## src/rtl/riscvsinglecycle_branch_predictor.sv

```systemverilog
// -----------------------------------------------------------------------------
// riscvsinglecycle_branch_predictor
//
// Purpose:
//   Branch predictor for a single-cycle RISC-V core. It holds a table of
//   2-bit saturating counters indexed by PC[log2(ENTRIES)+1:2]. The lookup
//   path is purely combinational, so a prediction is available in the same
//   cycle as the fetch. The table is trained by resolved conditional branches
//   at retirement. The block also keeps a registered mispredict flag and two
//   saturating 32-bit statistics counters.
//
// Optional feature:
//   RISCVSINGLECYCLE_BP_GSHARE_EN - when defined, a GHR_BITS-wide global
//   history register is XORed (zero-extended) into both the lookup index and
//   the update index, which gives gshare indexing.
//
// Parameters:
//   ENTRIES   number of 2-bit counters (power of two, 4..1024)
//   GHR_BITS  global history width (<= log2(ENTRIES)); gshare build only
//
// Ports:
//   clk               in   sole clock, rising edge
//   rst_n             in   asynchronous active-low reset
//   pred_pc[31:0]     in   PC of the instruction being fetched
//   pred_taken        out  taken prediction for pred_pc (combinational)
//   upd_valid         in   a resolved conditional branch retires this cycle
//   upd_pc[31:0]      in   PC of the resolved branch
//   upd_taken         in   actual branch outcome
//   upd_pred          in   prediction that was issued for this branch
//   mispredict        out  registered mispredict flag
//   branch_count      out  number of resolved branches (saturating)
//   mispredict_count  out  number of mispredicted branches (saturating)
// -----------------------------------------------------------------------------
module riscvsinglecycle_branch_predictor #(
  parameter int ENTRIES  = 64,
  parameter int GHR_BITS = 6
) (
  input  logic        clk,
  input  logic        rst_n,
  input  logic [31:0] pred_pc,
  output logic        pred_taken,
  input  logic        upd_valid,
  input  logic [31:0] upd_pc,
  input  logic        upd_taken,
  input  logic        upd_pred,
  output logic        mispredict,
  output logic [31:0] branch_count,
  output logic [31:0] mispredict_count
);

  localparam int IDX_W = $clog2(ENTRIES);

  logic [1:0]       r_table [ENTRIES];
  logic             r_mispredict;
  logic [31:0]      r_branch_count;
  logic [31:0]      r_mispredict_count;

  logic [IDX_W-1:0] w_pred_idx;
  logic [IDX_W-1:0] w_upd_idx;
  logic [1:0]       w_cnt_cur;
  logic [1:0]       w_cnt_next;
  logic             w_mispredict;
  logic [31:0]      w_branch_next;
  logic [31:0]      w_mispredict_next;

`ifdef RISCVSINGLECYCLE_BP_GSHARE_EN
  logic [GHR_BITS-1:0] r_ghr;
  logic [IDX_W-1:0]    w_ghr_ext;

  assign w_ghr_ext  = IDX_W'(r_ghr);
  // Lookup and update share the same pre-shift history, as in a single-cycle core.
  assign w_pred_idx = pred_pc[IDX_W+1:2] ^ w_ghr_ext;
  assign w_upd_idx  = upd_pc[IDX_W+1:2] ^ w_ghr_ext;

  // Global history: shift in the resolved outcome on every retiring branch.
  always_ff @(posedge clk or negedge rst_n) begin
    if (!rst_n) begin
      r_ghr <= '0;
    end else if (upd_valid) begin
      r_ghr <= (r_ghr << 1) | GHR_BITS'(upd_taken);
    end else begin
      r_ghr <= r_ghr;
    end
  end
`else
  // History width only matters for the gshare build.
  localparam int UNUSED_GHR_BITS = GHR_BITS;

  assign w_pred_idx = pred_pc[IDX_W+1:2];
  assign w_upd_idx  = upd_pc[IDX_W+1:2];
`endif

  // PC bits outside the index field never affect the table.
  logic w_unused_pc;
  assign w_unused_pc = &{1'b0, pred_pc[31:IDX_W+2], pred_pc[1:0],
                         upd_pc[31:IDX_W+2], upd_pc[1:0]};

  // No bypass: the prediction always reflects the stored (pre-update) counter.
  assign pred_taken = r_table[w_pred_idx][1];
  assign w_cnt_cur  = r_table[w_upd_idx];
  assign w_mispredict = upd_valid & (upd_taken ^ upd_pred);

  // Saturating increment/decrement of the counter being trained.
  always_comb begin
    w_cnt_next = w_cnt_cur;
    if (upd_taken) begin
      if (w_cnt_cur != 2'd3) begin
        w_cnt_next = w_cnt_cur + 2'd1;
      end else begin
        w_cnt_next = w_cnt_cur;
      end
    end else begin
      if (w_cnt_cur != 2'd0) begin
        w_cnt_next = w_cnt_cur - 2'd1;
      end else begin
        w_cnt_next = w_cnt_cur;
      end
    end
  end

  // Next values of the statistics counters; both stick at all-ones.
  always_comb begin
    w_branch_next     = r_branch_count;
    w_mispredict_next = r_mispredict_count;
    if (upd_valid && (r_branch_count != 32'hFFFF_FFFF)) begin
      w_branch_next = r_branch_count + 32'd1;
    end else begin
      w_branch_next = r_branch_count;
    end
    if (w_mispredict && (r_mispredict_count != 32'hFFFF_FFFF)) begin
      w_mispredict_next = r_mispredict_count + 32'd1;
    end else begin
      w_mispredict_next = r_mispredict_count;
    end
  end

  // Counter table: every entry resets to weak-not-taken.
  always_ff @(posedge clk or negedge rst_n) begin
    if (!rst_n) begin
      for (int i = 0; i < ENTRIES; i++) begin
        r_table[i] <= 2'd1;
      end
    end else if (upd_valid) begin
      r_table[w_upd_idx] <= w_cnt_next;
    end else begin
      r_table[w_upd_idx] <= r_table[w_upd_idx];
    end
  end

  // Mispredict flag and statistics registers.
  always_ff @(posedge clk or negedge rst_n) begin
    if (!rst_n) begin
      r_mispredict       <= 1'b0;
      r_branch_count     <= 32'd0;
      r_mispredict_count <= 32'd0;
    end else begin
      r_mispredict       <= w_mispredict;
      r_branch_count     <= w_branch_next;
      r_mispredict_count <= w_mispredict_next;
    end
  end

  assign mispredict       = r_mispredict;
  assign branch_count     = r_branch_count;
  assign mispredict_count = r_mispredict_count;

endmodule

```

## config.mk

```make
export PLATFORM = sky130hd
export DESIGN_NAME = riscvsinglecycle_branch_predictor
export DESIGN_NICKNAME = d
export VERILOG_FILES = /design/src/rtl/riscvsinglecycle_branch_predictor.sv
export SDC_FILE = /design/constraint.sdc
export NUM_CORES = 1
export LEC_CHECK = 0
export ABC_AREA = 1
export BUFFER_PORTS_ARGS = -buffer_cell sky130_fd_sc_hd__buf_2
export CAP_MARGIN = 20
export CORE_MARGIN = 1.5
export CORE_UTILIZATION = 40
export CTS_CLUSTER_DIAMETER = 40
export DETAILED_ROUTE_END_ITERATION = 8
export PLACE_DENSITY = 0.7
export SYNTH_ARGS = -nofsm -noshare
export SYNTH_HDL_FRONTEND = slang
export SYNTH_SLANG_ARGS = --single-unit
export TNS_END_PERCENT = 5
```

## constraint.sdc

```tcl
create_clock -name clk -period 2.2 [get_ports clk]
set_input_delay 0.33 -clock clk [delete_from_list [all_inputs] [get_ports clk]]
set_output_delay 0.33 -clock clk [all_outputs]
set_load 0.02 [all_outputs]
```

; After elaboration in Yosys (flattened, before gate mapping)
; Index checks and enable logic that the tools add are counted.
[totals]
regBits = 193
output_inout_bits = 66
[op_classes]
addsub = 4
n_lt_le_gt_ge = 3
eq_ne = 3
mux = 14
n_bitwise = 4
n_reduce_logical = 4
[op_table]
columns = cell, count
row1 = $bwmux 128, 2
row2 = $mux 128, 1
row3 = $add 32x1->32 const B, 2
row4 = $ne 32x32->1 const B, 2
row5 = $bmux 2 s6, 2
row6 = $mux 2, 8
row7 = $ge 7x7->1 const B, 2
row8 = $not 6->7, 2
row9 = $demux 2 s6, 1
row10 = $lt 7x1->1 const B, 1
row11 = $logic_and 1x1->1, 3
row12 = $add 2x1->2 const B, 1
row13 = $ne 2x2->1 const B, 1
row14 = $reduce_bool 2->1, 1
row15 = $sub 2x1->2 const B, 1
row16 = $and 1x1->1, 1
row17 = $xor 1x1->1, 1

; Longest topological paths before layout
; Gate-level depths: netlist (run 1).
[depth]
depth_word = 9
ltp_mapped = 19
ltp_nobuf = 16

; Least setup slack after synthesis (run 1)
; Ideal clock, no wire load.
[synth_timing]
kind = input -> register
startpoint = input upd_pc[2]
endpoint = register r_table[101] in the netlist's numbering
setup_ns = 0.116
arrival_time_ns = 1.877
t_required_ns = 2.084
setup_slack_ns = 0.207
stages = 16
n_path_buf = 4
cell_sequence = buf_4 inv_2 buf_4 buf_4 nand2_1 nand3_1 nand2_1 o21ai_1 nand2_1 nor2_2 nand2_1 nand2_1 nand3_2 buf_2 nand2_1 nand2_1
[synth_via]
elab_chain_len = 9
word_cells_on_any_way = 19
cone_classes = 2 x add/sub / 2 x order compare / 1 x eq/ne / 11 x mux / 1 x bitwise / 2 x reduce/logical
[synth_lines]
columns = element, line
row1 = "start, declared", 43  ; input logic [31:0] upd_pc,
row2 = $not 6->7 (implied by the code) (*), "100, 144, 146"
row3 = $bmux 2 s6, "100, 146"
row4 = $mux 2 (implied by the code) (2 in series), "100, 146"
row5 = $sub 2x1->2 (tied with other cells), 114  ; w_cnt_next = w_cnt_cur - 2'd1;
row6 = "$mux 2, on equally long branches", "113, 107"
row7 = $mux 2, 106  ; if (upd_taken) begin
row8 = $bwmux 128, 144  ; r_table[w_upd_idx] <= w_cnt_next;
row9 = $mux 128 (*), 143  ; end else if (upd_valid) begin
row10 = "end signal, assigned by index", 144
row11 = "end signal, assigned by index", 146  ; r_table[w_upd_idx] <= r_table[w_upd_idx];
row12 = "end, declared", 53  ; logic [1:0] r_table [ENTRIES];
; Mark *: on every way between the ends. The rest lies on a longest branch, timed or not. The select of a mux whose other input is x is not followed.
; A chain may end at the register's enable or synchronous reset.

; Worst setup path after layout (run 1)
[layout_timing]
startpoint = register r_table[69] in the netlist's numbering
endpoint = output pred_taken
[layout_via]
elab_chain_len = 3
[layout_lines]
columns = element, line
row1 = $bmux 2 s6, 99  ; assign pred_taken = r_table[w_pred_idx][1];
row2 = $mux 2 (implied by the code) (2 in series), 99
row3 = "end, declared", 41  ; output logic pred_taken,
; Every way passes these cells. The select of a mux whose other input is x is not followed.

==> impl_metrics.env, run 1 <==
export IMPL_numCtsBuffers=17
export IMPL_drt_iter0_drc=802
export IMPL_cap_violations=0
export IMPL_slew_limit_headroom_pct=56.0
export IMPL_ir_drop_v=0.000603
export IMPL_clock_skew_ps=10.9
export IMPL_hold_viol=0
export IMPL_rsz0062_at_grt="true"
export IMPL_core_area_um2=29900
export IMPL_drc=0
export IMPL_place_ws_ps=-206
export IMPL_tightest_slew_ps=660
export IMPL_num_rows=63
export IMPL_grt_pass1_wl_um=60300
export IMPL_seq_power_share_pct=45.2
export IMPL_max_stage_delay_ps=440
export IMPL_die_y_um=178
export IMPL_cp_top_family="compound AO/OA/AOI/OAI gates"
export IMPL_dp_cells=2428
export IMPL_min_period_ps=2200
export IMPL_clock_tree_root_cell="clkbuf_16"
export IMPL_ys_seq_area_share_pct=40.1
export IMPL_routabilityCongestion=0.916
export IMPL_post_drt_wl_per_cell_um=14.7
export IMPL_synth_cell_types=33
export IMPL_vias=12100
export IMPL_setup_worst_path_start_class="register"
export IMPL_clk_latency_ps=450
export IMPL_clkSinkCount=193
export IMPL_syn_area_um2=12200
export IMPL_clk_pin_slew_ps=80
export IMPL_crit_arrival_ps=1870
export IMPL_nNetsFinal=2135
export IMPL_drive_gt1_share_pct=13.6
export IMPL_slew_viol_final=0
export IMPL_pwr_share_clk_pct=32.3
export IMPL_synth_nets=2014
export IMPL_whs_ps=138
export IMPL_overflow=0
export IMPL_cts_tree="built"
export IMPL_setup_violations=0
export IMPL_power_frac_comb_pct=22.4
export IMPL_dr_pass1_iters=7
export IMPL_timing_final_crit_share_pct=99.8
export IMPL_area_delta_synth_final_pct=17.2
export IMPL_fmax_mhz=456
export IMPL_setup_ws_ps=4.75
export IMPL_end_kind="primary output"
export IMPL_cp_num_buf_inv=1
export IMPL_synth_area_leader_cell="nand2_1"
export IMPL_hold_path_class="in -> reg"
export IMPL_grt_pass1_vias=11900
export IMPL_antenna_left=0
export IMPL_cp_cell_sequence="a21oi_2 -> o21ai_1 -> nand3_1 -> nand2_1 -> a21oi_2 -> o21ai_0 -> nand2_1 -> o21ai_2 -> buf_6"
export IMPL_initial_core_util_pct=41.0
export IMPL_p_int_mw=6.81
export IMPL_htreeDepth=4
export IMPL_p_leak_nw=8.22
export IMPL_grt_max_degree=65
export IMPL_syn_area_per_cell_um2=6.30
export IMPL_crit_path_top_delay_cell="dfrtp_1"
export IMPL_hpwl_um=24300
export IMPL_ys_ff_latch=193
export IMPL_p_per_area_nw_per_um2=726
export IMPL_io_pins=135
export IMPL_drt_total_wl_um=36200
export IMPL_die_w_um=178
export IMPL_r2r_setup_slack_ps=120
export IMPL_worstPathRequired_ps=1870
export IMPL_stdcell_count=2468
export IMPL_syn_inst=1943
export IMPL_synth_top_area_share_pct=29.2
export IMPL_path_class="reg -> out"
export IMPL_status="completed"
export IMPL_grt_use_total_pct=24.1
export IMPL_dieArea_um2=31700
export IMPL_vias_per_cell=4.91
export IMPL_antenna_found_initial=0
export IMPL_cp_max_fo=3
export IMPL_cts_max_path_buffers=2
export IMPL_swShare_pct=34.7
export IMPL_ys_warn_count=0
export IMPL_portBuffers=82
export IMPL_synth_area_leaders="nand2_1 (29%), dfrtp_1 (26%), dfstp_2 (14%)"
export IMPL_power_switching_mw=3.62
cells in the mapped netlist, drive strengths merged:
cell	n
inv	305
nand3b	1
or2	3
a21oi	10
o31ai	1
xor2	47
nand4	17
o221ai	4
o22ai	8
dfstp	64
ha	2
xnor2	13
nor4	14
nand2	954
nor3	43
nor2	157
nor4b	1
buf	35
o21ai	63
a21boi	1
nand3	38
a211oi	2
dfrtp	129
clkbuf	27
o211ai	4
kinds of logic (layout without fill, tap and decap cells):
family          after synthesis  in the layout  share of synthesized area [%]
simple gates               1228           1228                           39.4
buf+inv                     367            501                           11.8
flops                       193            193                           40.1
compound gates               93             93                           4.17
xor+xnor                     60             60                           4.29
fa+ha+maj                     2              2                          0.204
other cells                   0              1                              0
cell type report:
| type | instances | area [µm²] |
|---|---|---|
| fillers | 2943 | 15500 |
| multi-input cells | 1383 | 5940 |
| flip-flops and latches | 193 | 4910 |
| repair buffers | 164 | 1250 |
| inverters | 305 | 1140 |
| well taps | 390 | 488 |
| clock buffers | 17 | 425 |
| clock inverters | 15 | 191 |
| diodes | 1 | 2.50 |
cell usage in the layout, fill, tap and decap left out, types with 2 or more instances in the layout:
cell type | Yosys | routed
buf_6 | 0 | 3
clkbuf_16 | 0 | 17
nand3_2 | 3 | 2
a211oi_1 | 2 | 2
o22ai_1 | 8 | 8
nor2_1 | 155 | 151
nand4_1 | 17 | 17
inv_2 | 3 | 3
o21ai_1 | 5 | 13
xor2_1 | 47 | 47
nor4_1 | 14 | 14
buf_2 | 22 | 80
o211ai_1 | 4 | 4
or2_1 | 2 | 2
inv_1 | 302 | 302
inv_6 | 0 | 3
clkinv_4 | 0 | 2
ha_1 | 2 | 2
o21ai_0 | 58 | 49
dfrtp_1 | 129 | 129
dfstp_2 | 64 | 64
o221ai_1 | 4 | 4
nor2_2 | 2 | 6
a21oi_2 | 0 | 4
buf_4 | 11 | 63
a21oi_1 | 10 | 6
nand3_1 | 35 | 35
buf_12 | 0 | 16
inv_8 | 0 | 5
nor3_1 | 43 | 42
xnor2_1 | 13 | 13
nand2_1 | 953 | 948
bufinv_16 | 0 | 2
nand2_2 | 1 | 6
clkinvlp_4 | 0 | 2
state kept, by name, summed over array words and instances, names as in the netlist:
signal and count:
r_table 128, branch_count 32, mispredict_count 32, mispredict 1
power by group through the flow:
stage	clock network [mW]	logic, mW	registers (mW)
2_1_floorplan	0	1.29	4.82
4_1_cts	3.41	2.31	4.70
3_5_place_dp	0	2.28	4.76
3_3_place_gp	0	2.23	4.75
6_report	3.37	2.34	4.72
5_1_grt	3.57	2.62	4.79
metrics by stage:
stage | power, mW | setup TNS, ps | cell area (µm²) | utilization [%]
after CTS | 10.4 | 0 | 14300 | 47.7
after floorplan | 6.11 | 0 | 12200 | -
after global placement | 6.98 | -13150 | 13600 | 45.6
after detailed placement | 7.03 | -19910 | 13600 | 45.6
after global routing | 11.0 | -248 | 14400 | 48.0
final | 10.4 | 0 | 14400 | 48.1
worst paths after layout:
path / start / endpoint / cells after the start
worst max-delay path: r_table[69]$_DFFE_PN0P_ / pred_taken / 9
worst min-delay path: upd_pred / mispredict$_DFF_PN0_ / 2
worst max register to register: r_table[123]$_DFFE_PN0P_ / r_table[21]$_DFFE_PN0P_ / 18
worst min register to register: r_table[42]$_DFFE_PN1P_ / r_table[42]$_DFFE_PN1P_ / 2
max in group asynchronous: rst_n / r_table[120]$_DFFE_PN1P_ / 3
min in group asynchronous: rst_n / r_table[13]$_DFFE_PN0P_ / 2
timing repair:
| item | 4_1_cts | 5_1_grt |
|---|---|---|
| hold endpoints to repair | 23 | 0 |
| endpoints found under the setup margin | 1 | 55 |
| hold buffers | 1 | 0 |
| pin swaps | 2 | 8 |
| gates resized for setup | 4 | 25 |
| setup buffers | 3 | 3 |
metal layers:
| layer | vias to the layer above | wire length, µm | share of wire (%) | global-route usage, % |
|---|---|---|---|---|
| li1 | 6035 | - | - | - |
| met1 | 5647 | 16700 | 46 | 32.7 |
| met2 | 372 | 16400 | 45 | 39.2 |
| met3 | 65 | 2290 | 6.3 | 3.66 |
| met4 | 0 | 914 | 2.5 | 8.23 |
| met5 | - | 0 | 0 | 0 |
Power figures use the tool's default switching activity.
==> run 2: changes to the inputs <==
--- a/config.mk
+++ b/config.mk
@@ -6,13 +6,14 @@
 export NUM_CORES = 1
 export LEC_CHECK = 0
 export ABC_AREA = 1
+export ABC_CLOCK_PERIOD_IN_PS = 2200
 export BUFFER_PORTS_ARGS = -buffer_cell sky130_fd_sc_hd__buf_2
 export CAP_MARGIN = 20
 export CORE_MARGIN = 1.5
-export CORE_UTILIZATION = 40
+export CORE_UTILIZATION = 50
 export CTS_CLUSTER_DIAMETER = 40
 export DETAILED_ROUTE_END_ITERATION = 8
-export PLACE_DENSITY = 0.7
+export PLACE_DENSITY = 0.82
 export SYNTH_ARGS = -nofsm -noshare
 export SYNTH_HDL_FRONTEND = slang
 export SYNTH_SLANG_ARGS = --single-unit
==> run 2 against run 1 <==
  * Largest power group unchanged
  * Core utilization is 11 points higher
  * Global-route usage is 4.0 points higher
  * Final cell count is 2.6% lower
  * Sequential share of layout area is 0.068 points lower
  * Critical endpoint unchanged
  * Sequential power hardly changed
  * Worst hold slack better by 3.5 ps
  * Critical path depth stayed put
  * Clock power is 2% higher
==> impl_metrics.env, run 2 (synthesis results as in run 1) <==
export IMPL_cpMostUsedCell="nand2_1"
export IMPL_drc=0
export IMPL_power_total_mw=10.6
export IMPL_die_w_um=159
export IMPL_crit_arrival_ps=1850
export IMPL_grt_pass1_vias=11900
export IMPL_initial_core_util_pct=50.6
export IMPL_hp_start="upd_pred"
export IMPL_cp_num_buf_inv=1
export IMPL_clk_latency_ps=440
export IMPL_portBuffers=82
export IMPL_min_period_ps=2180
export IMPL_hold_viol=0
export IMPL_fin_area_um2=14400
export IMPL_antenna_left=0
export IMPL_clock_skew_ps=13.3
export IMPL_crit_path_start="r_table[73]$_DFFE_PN0P_"
export IMPL_mostFrequentLayoutCell="nand2_1"
export IMPL_multi_input_area_um2=5960
export IMPL_setup_ws_ps=19.0
export IMPL_htreeDepth=4
export IMPL_cap_violations=0
export IMPL_drt_iter0_drc=1318
export IMPL_drt_total_wl_um=36700
export IMPL_numCtsBuffers=17
export IMPL_place_ws_ps=-149
export IMPL_hold_path_class="in -> reg"
export IMPL_hpwl_um=24200
export IMPL_post_drt_wl_per_cell_um=15.3
export IMPL_dpl_cell_area_um2=13500
export IMPL_worstPathRequired_ps=1870
export IMPL_p_per_area_nw_per_um2=736
export IMPL_largest_reg_flops=128
export IMPL_dieArea_um2=25400
export IMPL_cts_tree="built"
export IMPL_dr_pass1_iters=6
export IMPL_vias=12600
export IMPL_num_rows=57
export IMPL_clk_pin_slew_ps=70
export IMPL_max_stage_delay_ps=410
export IMPL_cts_max_path_buffers=2
export IMPL_slew_limit_headroom_pct=59.2
export IMPL_cp_top_family="compound AO/OA/AOI/OAI gates"
export IMPL_grt_use_total_pct=28.1
export IMPL_slew_viol_final=0
export IMPL_seqCellArea_um2=4910
export IMPL_rsz0062_at_grt="true"
export IMPL_path_class="reg -> out"
export IMPL_fmax_mhz=459
export IMPL_vias_per_cell=5.23
export IMPL_nNetsFinal=2138
export IMPL_setup_violations=0
export IMPL_die_y_um=159
export IMPL_clock_tree_root_cell="clkbuf_16"
export IMPL_routabilityCongestion=0.973
export IMPL_layout_common_cells="nand2_1 (947), inv_1 (302), nor2_1 (152)"
export IMPL_num_fill_cells=2138
export IMPL_drive_gt1_share_pct=13.7
export IMPL_timing_rr_start="r_table[33]$_DFFE_PN0P_"
export IMPL_whs_ps=142
export IMPL_largest_register="r_table"
export IMPL_p_leak_nw=8.28
export IMPL_antenna_found_initial=0
export IMPL_crit_path_top_delay_cell="dfrtp_1"
export IMPL_cp_max_fo=3
export IMPL_end_kind="primary output"
export IMPL_status="completed"
export IMPL_ir_drop_v=0.000581
export IMPL_area_delta_synth_final_pct=17.5
export IMPL_timing_final_crit_share_pct=99.1
export IMPL_insertedDiodeCount=0
export IMPL_tightest_slew_ps=611
export IMPL_grt_max_degree=54
export IMPL_overflow=0
export IMPL_r2r_setup_slack_ps=90
export IMPL_grt_pass1_wl_um=57700
export IMPL_setup_worst_path_start_class="register"
export IMPL_core_area_um2=24200
export IMPL_clkSinkCount=193
export IMPL_cp_cell_sequence="nor2_1 -> o22ai_1 -> nand2_1 -> nand2_1 -> a21oi_1 -> o21ai_1 -> nand2_1 -> o21ai_2 -> buf_6"
export IMPL_io_pins=135
run 2: changes by cell type in the layout (fill, tap and decap cells not counted), moves of 3 or more:
cell and delta:
a21oi_2 -4, a21oi_1 +4, inv_8 -5, o21ai_1 +4, nor2_2 -3, o21ai_0 -4, clkbuf_16 +3
run 2: repair_timing:
action	CTS	global route
gates resized for setup	3	32
hold endpoints to repair	24	0
setup endpoints to repair	1	19
cloned	0	5
setup buffers	0	7
hold buffers	1	0
pin swaps	0	8
run 2: worst paths after layout:
check / to / depth (start not counted)
min reg2reg: r_table[46]$_DFFE_PN1P_ / 2
min: mispredict$_DFF_PN0_ / 2
max in group asynchronous: r_table[72]$_DFFE_PN1P_ / 3
max reg2reg: r_table[71]$_DFFE_PN0P_ / 16
max: pred_taken / 9
min in group asynchronous: r_table[7]$_DFFE_PN0P_ / 2
run 2: stage by stage:
step | setup TNS (ps) | cells | utilization, %
3_5_place_dp | -12920 | 2359 | 55.9
3_3_place_gp | -3620 | 2359 | 55.9
5_1_grt | -3620 | 2403 | 59.5
6_report | 0 | 2403 | 59.5
2_1_floorplan | 0 | 1943 | -
4_1_cts | 0 | 2391 | 58.6
run 2: report_power, final:
group          internal [mW]  switching [mW]  leakage (nW)
registers               4.23           0.484          2.36
clock network           1.97            1.46         0.307
logic                  0.890            1.55          5.61
run 2: routing by layer:
metal	part of all wire (%)	wire, µm	GRT usage (%)
met5	0	0	0
met4	4.7	1710	13.3
met3	9.5	3480	5.03
met2	46	16800	46.3
met1	40	14700	36.0
run 2: layout make-up:
| type | instances | area share [%] |
|---|---|---|
| flip-flops and latches | 193 | 34.1 |
| clock buffers | 20 | 3.18 |
| well taps | 324 | 2.82 |
| multi-input cells | 1383 | 41.4 |
| inverters | 305 | 7.96 |
| repair buffers | 167 | 9.27 |
| clock inverters | 11 | 1.23 |
